## src/rtl/rtc_bus_pkg.sv

```systemverilog
// Shared types and constants for the RTC multiplexed-bus burst master.
// The strobe pattern of each FSM state lives here so it is defined in exactly one place.
package rtc_bus_pkg;

    typedef enum logic [2:0] {
        S_IDLE,
        S_AS_HI,
        S_AS_LO,
        S_CS_SU,
        S_STROBE,
        S_CS_HOLD,
        S_RECOVER,
        S_DONE
    } state_e;

    typedef struct packed {
        logic ad;
        logic wr;
        logic rd;
        logic cs;
        logic oe;
    } strb_t;

    localparam int DEF_NREG  = 3;
    localparam int DEF_DW    = 8;
    localparam int DEF_T_AS  = 2;
    localparam int DEF_T_AH  = 2;
    localparam int DEF_T_PW  = 4;
    localparam int DEF_T_REC = 4;
    localparam int TMR_W     = 8;

    localparam logic [7:0] RTC_ADDR_HOUR = 8'h43;
    localparam logic [7:0] RTC_ADDR_MIN  = 8'h42;
    localparam logic [7:0] RTC_ADDR_SEC  = 8'h41;

    // Pin levels while sitting in state s; rd and wr are never low together,
    // and the bus is released whenever rd can be low.
    function automatic strb_t strobes_for(state_e s, logic rnw);
        strb_t v;
        // NOTE: blocking '=' is right for locals in functions and combinational
        // code; registered state is only ever written with '<=' in always_ff.
        v = '{ad: 1'b1, wr: 1'b1, rd: 1'b1, cs: 1'b1, oe: 1'b0};
        case (s)
            S_AS_HI:            v.oe = 1'b1;
            S_AS_LO:            begin v.ad = 1'b0; v.oe = 1'b1; end
            S_CS_SU, S_CS_HOLD: begin v.ad = 1'b0; v.cs = 1'b0; v.oe = !rnw; end
            S_STROBE: begin
                v.ad = 1'b0;
                v.cs = 1'b0;
                v.oe = !rnw;
                v.wr = rnw;
                v.rd = !rnw;
            end
            default: ;
        endcase
        return v;
    endfunction

endpackage

```

## src/rtl/rtc_bus_if.sv

```systemverilog
// Pin-level bundle between the burst master and the RTC chip pads.
interface rtc_bus_if #(
    parameter int DW = 8
);
    logic [DW-1:0] ad_out;
    logic          ad_oe;
    logic [DW-1:0] ad_in;
    logic          ad;
    logic          wr;
    logic          rd;
    logic          cs;

    modport master (output ad_out, ad_oe, ad, wr, rd, cs, input ad_in);
    modport slave  (input ad_out, ad_oe, ad, wr, rd, cs, output ad_in);
endinterface

```

## src/rtl/rtc_phase_timer.sv

```systemverilog
// Loadable down counter with a zero flag; sets the length of every timed FSM phase.
module rtc_phase_timer #(
    parameter int TW = 8
) (
    input  logic          i_clock,
    input  logic          i_reset,
    input  logic          i_load,
    input  logic [TW-1:0] i_value,
    output logic          o_zero
);
    logic [TW-1:0] r_count;

    always_ff @(posedge i_clock) begin
        if (i_reset) begin
            r_count <= '0;
        end else if (i_load) begin
            r_count <= i_value;
        end else if (r_count != '0) begin
            r_count <= r_count - TW'(1);
        end
    end

    assign o_zero = (r_count == '0);
endmodule

```

## src/rtl/rtc_bus_master.sv

```systemverilog
// Burst master for the RTC multiplexed address/data bus: NREG writes or NREG reads per
// start pulse, with address latch, chip-select window, strobe and recovery phases.
module rtc_bus_master
    import rtc_bus_pkg::*;
#(
    parameter int NREG  = DEF_NREG,
    parameter int DW    = DEF_DW,
    parameter int T_AS  = DEF_T_AS,
    parameter int T_AH  = DEF_T_AH,
    parameter int T_PW  = DEF_T_PW,
    parameter int T_REC = DEF_T_REC
) (
    input  logic               i_clock,
    input  logic               i_reset,
    input  logic               i_start,
    input  logic               i_rnw,
    input  logic [NREG*DW-1:0] i_addr_list,
    input  logic [NREG*DW-1:0] i_wdata_list,
    output logic [NREG*DW-1:0] o_rdata_list,
    output logic               o_busy,
    output logic               o_done,
    rtc_bus_if.master          bus
);
    localparam int IW = (NREG > 1) ? $clog2(NREG) : 1;

    state_e             r_state;
    state_e             w_state_nxt;
    strb_t              r_strb;
    logic [DW-1:0]      r_ad_out;
    logic               r_busy;
    logic               r_done;
    logic               r_rnw;
    logic [NREG*DW-1:0] r_addr_sh;
    logic [NREG*DW-1:0] r_wdata_sh;
    logic [NREG*DW-1:0] r_rdata;
    logic [IW-1:0]      r_idx;
    logic               w_last;
    logic               w_zero;
    logic               w_load;
    logic [TMR_W-1:0]   w_load_val;
    logic               w_rnw_eff;
    logic [DW-1:0]      w_addr_cur;

    assign w_last     = (r_idx == IW'(NREG - 1));
    assign w_rnw_eff  = (r_state == S_IDLE) ? i_rnw : r_rnw;
    assign w_addr_cur = (r_state == S_IDLE) ? i_addr_list[DW-1:0] : r_addr_sh[DW-1:0];

    always_comb begin
        // NOTE: every always_comb output gets a default first, so no path can
        // leave it unassigned and infer a latch.
        w_state_nxt = r_state;
        case (r_state)
            S_IDLE:    if (i_start) w_state_nxt = S_AS_HI;
            S_AS_HI:   if (w_zero)  w_state_nxt = S_AS_LO;
            S_AS_LO:   if (w_zero)  w_state_nxt = S_CS_SU;
            S_CS_SU:   if (w_zero)  w_state_nxt = S_STROBE;
            S_STROBE:  if (w_zero)  w_state_nxt = S_CS_HOLD;
            S_CS_HOLD: if (w_zero)  w_state_nxt = S_RECOVER;
            S_RECOVER: if (w_zero)  w_state_nxt = w_last ? S_DONE : S_AS_HI;
            default:                w_state_nxt = S_IDLE;
        endcase
    end

    // Timer is reloaded on every state change with (phase length - 1).
    always_comb begin
        w_load_val = '0;
        case (w_state_nxt)
            S_AS_HI:   w_load_val = TMR_W'(T_AS - 1);
            S_AS_LO:   w_load_val = TMR_W'(T_AH - 1);
            S_STROBE:  w_load_val = TMR_W'(T_PW - 1);
            S_RECOVER: w_load_val = TMR_W'(T_REC - 1);
            default:   w_load_val = '0;
        endcase
    end

    assign w_load = (w_state_nxt != r_state);

    rtc_phase_timer #(.TW(TMR_W)) u_timer (
        .i_clock (i_clock),
        .i_reset (i_reset),
        .i_load  (w_load),
        .i_value (w_load_val),
        .o_zero  (w_zero)
    );

    always_ff @(posedge i_clock) begin
        if (i_reset) begin
            r_state    <= S_IDLE;
            r_strb     <= strobes_for(S_IDLE, 1'b0);
            r_ad_out   <= '0;
            r_busy     <= 1'b0;
            r_done     <= 1'b0;
            r_rnw      <= 1'b0;
            r_addr_sh  <= '0;
            r_wdata_sh <= '0;
            r_rdata    <= '0;
            r_idx      <= '0;
        end else begin
            // Pin outputs are registered from the next state so they change with it.
            r_state <= w_state_nxt;
            r_strb  <= strobes_for(w_state_nxt, w_rnw_eff);
            r_busy  <= (w_state_nxt != S_IDLE) && (w_state_nxt != S_DONE);
            r_done  <= (w_state_nxt == S_DONE);
            case (w_state_nxt)
                S_AS_HI, S_AS_LO:             r_ad_out <= w_addr_cur;
                S_CS_SU, S_STROBE, S_CS_HOLD: r_ad_out <= w_rnw_eff ? '0 : r_wdata_sh[DW-1:0];
                default:                      r_ad_out <= '0;
            endcase

            if (r_state == S_IDLE && i_start) begin
                r_rnw      <= i_rnw;
                r_addr_sh  <= i_addr_list;
                r_wdata_sh <= i_wdata_list;
                r_idx      <= '0;
            end
            if (r_state == S_STROBE && w_zero && r_rnw) begin
                r_rdata[r_idx*DW +: DW] <= bus.ad_in;
            end
            // Slot 0 of the shift registers is always the access in progress.
            if (r_state == S_CS_HOLD && w_zero) begin
                r_addr_sh  <= r_addr_sh >> DW;
                r_wdata_sh <= r_wdata_sh >> DW;
            end
            if (r_state == S_RECOVER && w_zero && !w_last) begin
                r_idx <= r_idx + IW'(1);
            end
        end
    end

    assign bus.ad_out    = r_ad_out;
    assign bus.ad_oe     = r_strb.oe;
    assign bus.ad        = r_strb.ad;
    assign bus.wr        = r_strb.wr;
    assign bus.rd        = r_strb.rd;
    assign bus.cs        = r_strb.cs;
    assign o_busy        = r_busy;
    assign o_done        = r_done;
    assign o_rdata_list  = r_rdata;
endmodule
```

## src/flat_wrapper.sv

```systemverilog
// flat-port wrapper written by rule: the top's interface ports become plain ports
module rtc_bus_master_flat import rtc_bus_pkg::*;
#(
    parameter int NREG  = DEF_NREG,
    parameter int DW    = DEF_DW,
    parameter int T_AS  = DEF_T_AS,
    parameter int T_AH  = DEF_T_AH,
    parameter int T_PW  = DEF_T_PW,
    parameter int T_REC = DEF_T_REC
)
  (i_clock, i_reset, i_start, i_rnw, i_addr_list, i_wdata_list, o_rdata_list, o_busy, o_done, bus_ad_out, bus_ad_oe, bus_ad, bus_wr, bus_rd, bus_cs, bus_ad_in);
  rtc_bus_if #(.DW(DW)) bus_i ();
  input  logic i_clock;
  input  logic i_reset;
  input  logic i_start;
  input  logic i_rnw;
  input  logic [NREG*DW-1:0] i_addr_list;
  input  logic [NREG*DW-1:0] i_wdata_list;
  output logic [NREG*DW-1:0] o_rdata_list;
  output logic o_busy;
  output logic o_done;
  output wire logic [$bits(bus_i.ad_out)-1:0] bus_ad_out;
  output wire logic [$bits(bus_i.ad_oe)-1:0] bus_ad_oe;
  output wire logic [$bits(bus_i.ad)-1:0] bus_ad;
  output wire logic [$bits(bus_i.wr)-1:0] bus_wr;
  output wire logic [$bits(bus_i.rd)-1:0] bus_rd;
  output wire logic [$bits(bus_i.cs)-1:0] bus_cs;
  input wire logic [$bits(bus_i.ad_in)-1:0] bus_ad_in;
  assign bus_ad_out = bus_i.ad_out;
  assign bus_ad_oe = bus_i.ad_oe;
  assign bus_ad = bus_i.ad;
  assign bus_wr = bus_i.wr;
  assign bus_rd = bus_i.rd;
  assign bus_cs = bus_i.cs;
  assign bus_i.ad_in = bus_ad_in;
  rtc_bus_master #(.NREG(NREG), .DW(DW), .T_AS(T_AS), .T_AH(T_AH), .T_PW(T_PW), .T_REC(T_REC)) u_core (.i_clock(i_clock), .i_reset(i_reset), .i_start(i_start), .i_rnw(i_rnw), .i_addr_list(i_addr_list), .i_wdata_list(i_wdata_list), .o_rdata_list(o_rdata_list), .o_busy(o_busy), .o_done(o_done), .bus(bus_i));
endmodule
```

## config.mk

```make
export PLATFORM = sky130hd
export DESIGN_NAME = rtc_bus_master_flat
export DESIGN_NICKNAME = d
export VERILOG_FILES = /design/src/rtl/rtc_bus_pkg.sv /design/src/rtl/rtc_bus_if.sv /design/src/rtl/rtc_phase_timer.sv /design/src/rtl/rtc_bus_master.sv /design/src/flat_wrapper.sv
export SDC_FILE = /design/constraint.sdc
export NUM_CORES = 1
export LEC_CHECK = 0
export BUFFER_PORTS_ARGS = -buffer_cell sky130_fd_sc_hd__buf_2
export CELL_PAD_IN_SITES_DETAIL_PLACEMENT = 1
export CELL_PAD_IN_SITES_GLOBAL_PLACEMENT = 1
export CORE_MARGIN = 3
export CORE_UTILIZATION = 35
export CTS_BUF_LIST = sky130_fd_sc_hd__clkbuf_16
export CTS_CLUSTER_SIZE = 25
export DETAILED_ROUTE_END_ITERATION = 10
export PLACE_DENSITY = 0.81
export SYNTH_ARGS = -nofsm -noshare
export SYNTH_HDL_FRONTEND = slang
export SYNTH_SLANG_ARGS = --single-unit
```

## constraint.sdc

```tcl
create_clock -name i_clock -period 2.4 [get_ports i_clock]
set_clock_uncertainty 0.1 [all_clocks]
set_input_delay 0.48 -clock i_clock [delete_from_list [all_inputs] [get_ports i_clock]]
set_output_delay 0.48 -clock i_clock [all_outputs]
set_load 0.1 [all_outputs]
```

== After elaboration in Yosys (flattened, before gate mapping) ==
Index checks and enable logic that the tools add are counted.
Word-level totals
  output and inout port bits: 39
  bits of input ports: 60
  register bits: 101
Cells by class
  bitwise logic cells: 1
  muxes and demuxes: 26
  eq/ne operators: 16
  $add $sub $neg: 3
  reduce and logical (&&, ||, !) cells: 22
  shifts and indexed selects: 2
Operators by type and width (number)
  16-bit two-way mux: 4
  5-bit negation with 34-bit output: 1
  8-bit by 34-bit variable shift with 24-bit output (first input constant): 1
  8-bit by 34-bit variable part select with 24-bit output: 1
  8-bit two-way mux: 4
  24-bit bitwise mux: 1
  3-bit two-way mux: 8
  3-bit == test (second input constant): 7
  3-bit one-hot mux with 7 select lines: 1
  8-bit one-hot mux with 2 select lines: 1
  3-bit by 2-bit == test with 1-bit output (second input constant): 4
  8-bit logical NOT: 1
  8-bit nonzero test: 1
  2-bit OR reduction: 4
  8-bit by 1-bit subtractor with 8-bit output (second input constant): 1
  1-bit logical AND: 7
  3-bit by 1-bit == test with 1-bit output (second input constant): 2
  2-bit nonzero test: 3
  2-bit two-way mux: 2
  2-bit one-hot mux with 2 select lines: 1
  4-bit OR reduction: 1
  3-bit logical NOT: 1
  1-bit two-way mux: 3
  3-bit inequality test: 1
  8 further kinds: 9

== Longest topological paths before layout ==
  depth after elaboration: 8
  gate-level depth with buffers: 10

== Hierarchy ==
A second synthesis with hierarchy kept.
Second synthesis, totals
  cell total of the unflattened synthesis: 548
  area total of the unflattened synthesis: 4531.8 um2
By module, submodules not included
  rtc_bus_master: cells an instance 495, instances 1, area each 4056.4 um2, seq. area each 1861.8 um2
  rtc_phase_timer: cells an instance 53, instances 1, area each 475.5 um2, seq. area each 160.2 um2

== Worst setup path before layout ==
No wires, ideal clock.
  path kind: register to register
  start point: register u_core.r_idx[0]
  end point: register u_core.r_ad_out[1], in the netlist u_core.bus.ad_out[1]
  path buffers: 1
  cell stages (with the launch flop): 10
  arrival time: 2423 ps
  library setup time: 66 ps
  path slack: -189 ps
  path through: dfxtp_1 -> inv_1 -> ha_1 -> or3b_2 -> a211oi_1 -> or2_2 -> clkbuf_1 -> xor2_1 -> a32oi_1 -> nor2_2
Between the ends
  longest elaborated chain between the ends: 7
  elaborated cells between the ends (all ways): 12
  classes of those cells: eq/ne (6); mux (4); reduce/logical (2)
Ends and longest elaborated chain
  start: declaration: line rtc_bus_master.sv:36  | logic [IW-1:0] r_idx;
  start signal: assignment: line rtc_bus_master.sv:125  | r_idx <= r_idx + IW'(1);
  2-bit == test (*): line rtc_bus_master.sv:44  | assign w_last = (r_idx == IW'(NREG - 1));
  3-bit two-way mux (*) (2 in a row): line rtc_bus_master.sv:59  | S_RECOVER: if (w_zero) w_state_nxt = w_last ? S_DONE : S_AS_HI;
  3-bit one-hot mux with 7 select lines (*): line rtc_bus_master.sv:52  | case (r_state)
  3-bit by 2-bit == test with 1-bit output (tied with other cells): line rtc_bus_master.sv:104  | case (w_state_nxt)
  3-bit OR reduction (no source line) or 2-bit OR reduction (tied branches)
  8-bit one-hot mux with 2 select lines (*): line rtc_bus_master.sv:104
  end signal: assignment: line rtc_bus_master.sv:105  | S_AS_HI, S_AS_LO: r_ad_out <= w_addr_cur;
  end signal: assignment: line rtc_bus_master.sv:106  | S_CS_SU, S_STROBE, S_CS_HOLD: r_ad_out <= w_rnw_eff ? '0 : r_wdata_sh[DW-1:0];
  end: declaration: line rtc_bus_master.sv:29  | logic [DW-1:0] r_ad_out;
Mark *: on every way between the ends. The rest lies on a longest branch, timed or not.
A chain may end at the register's enable or synchronous reset.

== Worst setup path in the final report ==
  start point: register u_core.u_timer.r_count[6]
  end point: register u_core.r_ad_out[0], in the netlist u_core.bus.ad_out[0]
Between the ends
  longest elaborated chain between the ends: 6
  elaborated cells between the ends (all ways): 16
  classes of those cells: eq/ne (5); mux (8); reduce/logical (3)
Ends and longest elaborated chain
  start: declaration: line rtc_phase_timer.sv:11  | logic [TW-1:0] r_count;
  start signal: assignment: line rtc_phase_timer.sv:17  | r_count <= i_value;
  start signal: assignment: line rtc_phase_timer.sv:19  | r_count <= r_count - TW'(1);
  8-bit logical NOT (*): line rtc_phase_timer.sv:23  | assign o_zero = (r_count == '0);
  3-bit two-way mux (tied with other cells): line rtc_bus_master.sv:59
  3-bit one-hot mux with 7 select lines (*): line rtc_bus_master.sv:52
  3-bit by 2-bit == test with 1-bit output (tied with other cells): line rtc_bus_master.sv:104
  3-bit OR reduction (no source line) or 2-bit OR reduction (tied branches)
  8-bit one-hot mux with 2 select lines (*): line rtc_bus_master.sv:104
Marks and branches as above.

==> impl_summary.txt <==
----------------------------------------------------
[Yosys]
  Fraction of registers with async set or reset after synthesis ... 0
  Gate count after technology mapping ... 519
  Yosys warning total ... 0
  Total nets after synthesis ... 584
  Top cell types by occurrence after synthesis ... sky130_fd_sc_hd__nand2_1 (132), sky130_fd_sc_hd__dfxtp_1 (101), sky130_fd_sc_hd__a21oi_1 (56), sky130_fd_sc_hd__nor2_1 (40), sky130_fd_sc_hd__clkbuf_1 (32)
  Count of state elements after synthesis ... 101
  Share of Yosys cell area claimed by the top area cell type ... 0.473
  Average size of a mapped cell ... a little over 8 sq um
  Number of flops mapped to enable cells by yosys ... 0
  Post-synth top flop ... sky130_fd_sc_hd__dfxtp_1
  Post-synth cell types ... 46
  Sequential fraction of the synthesis area ... 0.473
  Area of the mapped netlist ... approximately 0.0043 sq mm
  Post-synthesis cell type with the largest combined area ... sky130_fd_sc_hd__dfxtp_1
  Most used standard cell by instance count after synthesis ... sky130_fd_sc_hd__nand2_1
  Largest cells by area after synthesis ... sky130_fd_sc_hd__dfxtp_1 (47%), sky130_fd_sc_hd__nand2_1 (12%), sky130_fd_sc_hd__a21oi_1 (6.6%)

[Critical path]
  Dominant delay contributor by cell family on the critical path ... simple AND/OR/NAND/NOR gates
  Library cell contributing the largest single delay on the critical path ... sky130_fd_sc_hd__or4_4
  R2R Path End ... u_core.bus.ad_out[0]
  Crit. Startpoint ... u_core.u_timer.r_count[6]
  WP depth ... 7
  Arrival time at the worst endpoint ... approximately 2600 ps
  Worst path cell trace ... or4_4 -> o41a_1 -> o21a_1 -> and3_4 -> or3_4 -> buf_6 -> nor2_2
  Worst EP required ... 2580 ps
  Largest stage delay, worst path ... between 500 and 600 ps
  Total buffers and inverters traversed by the critical path ... 1
  Max Fanout on Critical Path ... 10
  Worst R2R Setup Slack ... -40 ps
  CP Launch Type ... flip-flop
  Number of cells on the worst reg-to-reg path ... 7
  Type of destination of the critical path ... flip-flop
  Origin of the critical flop-to-flop path ... u_core.u_timer.r_count[6]
  Critical path start-end classification ... flip-flop to flip-flop
  Capture point of the critical path ... u_core.bus.ad_out[0]

[Pwr]
  Combinational fraction of design power ... 0.481
  Clock share of power ... 0.203
  Static Leak ... around 0.0022 uW
  Share of total power consumed by net switching ... 0.427
  PD cells ... around 1300 mW/mm^2
  Cell internal power dissipation ... between 4000 and 5000 uW
  Highest ir drop seen on vdd ... approximately 0.52 mV
  Switching power total ... around 3000 uW
  Fraction of power consumed by sequential logic ... 0.317

[GRT]
  Layer carrying the most global-route usage ... met2
  Leftover overflow at the end of global routing ... 0
  Via count of the first global-routing pass ... approximately 4200
  Met2 Track Usage GR ... 0.338
  Maximum number of pins on one net before global-route repair ... 49
  Global routing met1 resource utilization ... 0.240
  Initial antenna violation count ... 0
  GRT Util Overall ... 0.195
  First-pass GRT wire length ... around 21 mm
  Met3 track demand over resource ... 0.0430

[Flow run]
  Max-cap check violation count ... 0

[Routing]
  Number of detailed-route iterations in the first pass ... 4
  # DRC ... 0
  Remaining number of nets flagged by the antenna check after routing ... 0
  Detail-routed via count per cell ... between 5 and 6
  First-iteration detailed-routing DRC count ... 203
  Post-detailed-routing wire length ... approximately 13 mm
  Vias ... slightly above 4000
  Detail-routed net length per standard cell ... 17.0 um

[Cells and area]
  Layout overhead on the synthesized area ... 27.7%
  Final Core Density ... 0.468
  Antenna diode instance count ... 0
  Fin area ... approximately 0.0055 sq mm
  Final layout net count ... 692
  Final cell count without fillers ... 774
  Fraction of layout instances using a drive strength above 1 ... 0.311

[Placed design]
  Gpl congestion ... approximately 0.84
  Inst Count DP ... approximately 750
  Port Buf Inserts ... 98
  Post-DP HPWL ... 9.52 mm
  Pre-CTS setup slack ... -28.8 ps
  Total placed instance area ... ~0.0051 sq mm

[Floorplanning]
  Overall die area ... about 0.014 sq mm
  Floorplan core area ... between 0.01 and 0.015 sq mm
  Starting density of the core ... 0.366
  DIE WIDTH ... around 120 um
  Total I/O pin count ... between 90 and 100
  Vertical die dimension ... between 100 and 150 um
  Row Count ... 39

[STA]
  Max frequency ... just over 400 MHz
  Max-slew violation count ... 0
  Final Hold Vio Count ... 0
  Post-route minimum period ... around 2400 ps
  Slew of the pin with the lowest slew margin ... 544 ps
  Hold Worst Slack ... 268 ps
  Worst slew slack as a fraction of its limit ... 0.636
  RSZ-0062 raised after global routing ... yes
  Setup-violating endpoint count in the final report ... 11
  Worst setup margin ... -41.3 ps
  Period utilisation layout ... 1.02

[Clock tree]
  Latest clock arrival within the worst-skew pair ... approximately 340 ps
  H-tree level count ... 3
  Clock transition time at the flip-flop clock pins of the worst setup and hold paths ... around 70 ps
  CTS tree ... built
  Clock root buffer ... sky130_fd_sc_hd__clkbuf_16
  Inserted Clock Buffers ... 9
  Clock Sinks ... slightly above 100
  CTS Buffer Depth ... 2

[Status]
  Status ... finished with violations
  Violated checks ... negative setup slack

[Worst hold path]
  Path category of the worst min-delay check ... input port to flip-flop

----------------------------------------------------
==> power groups by stage <==
stage	sequential, uW	clock [uW]	combinational [uW]
after floorplan	2780	0	1810
after CTS	2230	1460	3260
after global placement	2250	0	3030
final	2250	1440	3410
after detailed placement	2260	0	3170
after global routing	2290	1540	3690
==> metrics by stage <==
stage                     power [uW]  TNS (ps)
after global placement          5280         0
after global routing            7530      -855
final                           7100      -263
after CTS                       6960     -3.52
after floorplan                 4580         0
after detailed placement        5430     -88.8
==> area by class of cell <==
type                    instances  area, sq um
well taps                     143          179
clock inverters                 6         62.6
multi-input cells             377         2160
repair buffers                134          781
clock buffers                   9          225
inverters                       4         15.0
flip-flops and latches        101         2030
fillers                      1410         6210
==> routing by layer <==
metal | part of all wire | wire [um]
met5 | 0 | 0
met4 | 0.017 | 228
met3 | 0.050 | 655
met2 | 0.50 | 6590
met1 | 0.43 | 5650
==> worst min-delay path by stage <==
| stage | to | slack, ps | depth (start not counted) | from |
|---|---|---|---|---|
| after floorplan | u_core.r_addr_sh[0] | 330 | 2 | u_core.r_addr_sh[0] |
| after global placement | u_core.o_rdata_list[16] | 340 | 2 | u_core.o_rdata_list[16] |
| after detailed placement | u_core.o_rdata_list[18] | 350 | 2 | u_core.o_rdata_list[18] |
| after CTS | u_core.r_wdata_sh[19] | 260 | 3 | i_wdata_list[19] |
| after global routing | u_core.r_wdata_sh[19] | 260 | 3 | i_wdata_list[19] |
| final | u_core.r_wdata_sh[20] | 270 | 3 | i_wdata_list[20] |
==> flip-flops by register name (all words and copies together) (netlist names) <==
name	cells
u_core.bus.rd	1
u_core.r_state	3
u_core.r_rnw	1
u_core.r_addr_sh	24
u_core.bus.ad_out	8
u_core.bus.ad	1
u_core.bus.ad_oe	1
u_core.r_idx	2
u_core.bus.cs	1
u_core.o_busy	1
u_core.r_wdata_sh	24
u_core.o_done	1
u_core.bus.wr	1
u_core.u_timer.r_count	8
u_core.o_rdata_list	24
==> cell families after synthesis <==
logic type      synth area share
flops                      0.473
buf+inv                   0.0401
compound gates             0.170
mux                       0.0258
simple gates               0.262
fa+ha+maj                 0.0146
xor+xnor                  0.0144
==> repair_timing <==
item | 4_1_cts | 5_1_grt
resized for setup | 6 | 13
hold buffers | 0 | 0
setup buffers | 0 | 5
setup endpoints to repair | 28 | 46
pin swaps | 0 | 2
gates cloned | 0 | 0
==> tightest hold or removal path: stages <==
cell and delay, ps:
sky130_fd_sc_hd__buf_2 100, sky130_fd_sc_hd__nand2_1 50, sky130_fd_sc_hd__a21oi_1 50
==> cells in the final DEF, fill, tap and decap left out, types with 4 or more instances in the layout <==
cell                          n
sky130_fd_sc_hd__nand3_1     27
sky130_fd_sc_hd__buf_4       33
sky130_fd_sc_hd__buf_2       98
sky130_fd_sc_hd__nor2_1      40
sky130_fd_sc_hd__a311oi_1    24
sky130_fd_sc_hd__nand2b_1     5
sky130_fd_sc_hd__a32oi_1      9
sky130_fd_sc_hd__clkbuf_16    9
sky130_fd_sc_hd__and2_2       4
sky130_fd_sc_hd__dfxtp_2      5
sky130_fd_sc_hd__a21oi_1     56
sky130_fd_sc_hd__nor2_2       9
sky130_fd_sc_hd__mux2_2       8
sky130_fd_sc_hd__xnor2_1      4
sky130_fd_sc_hd__nand2_1    131
sky130_fd_sc_hd__dfxtp_1     96
sky130_fd_sc_hd__a22oi_1      8
(Power assumes the default switching activity.)
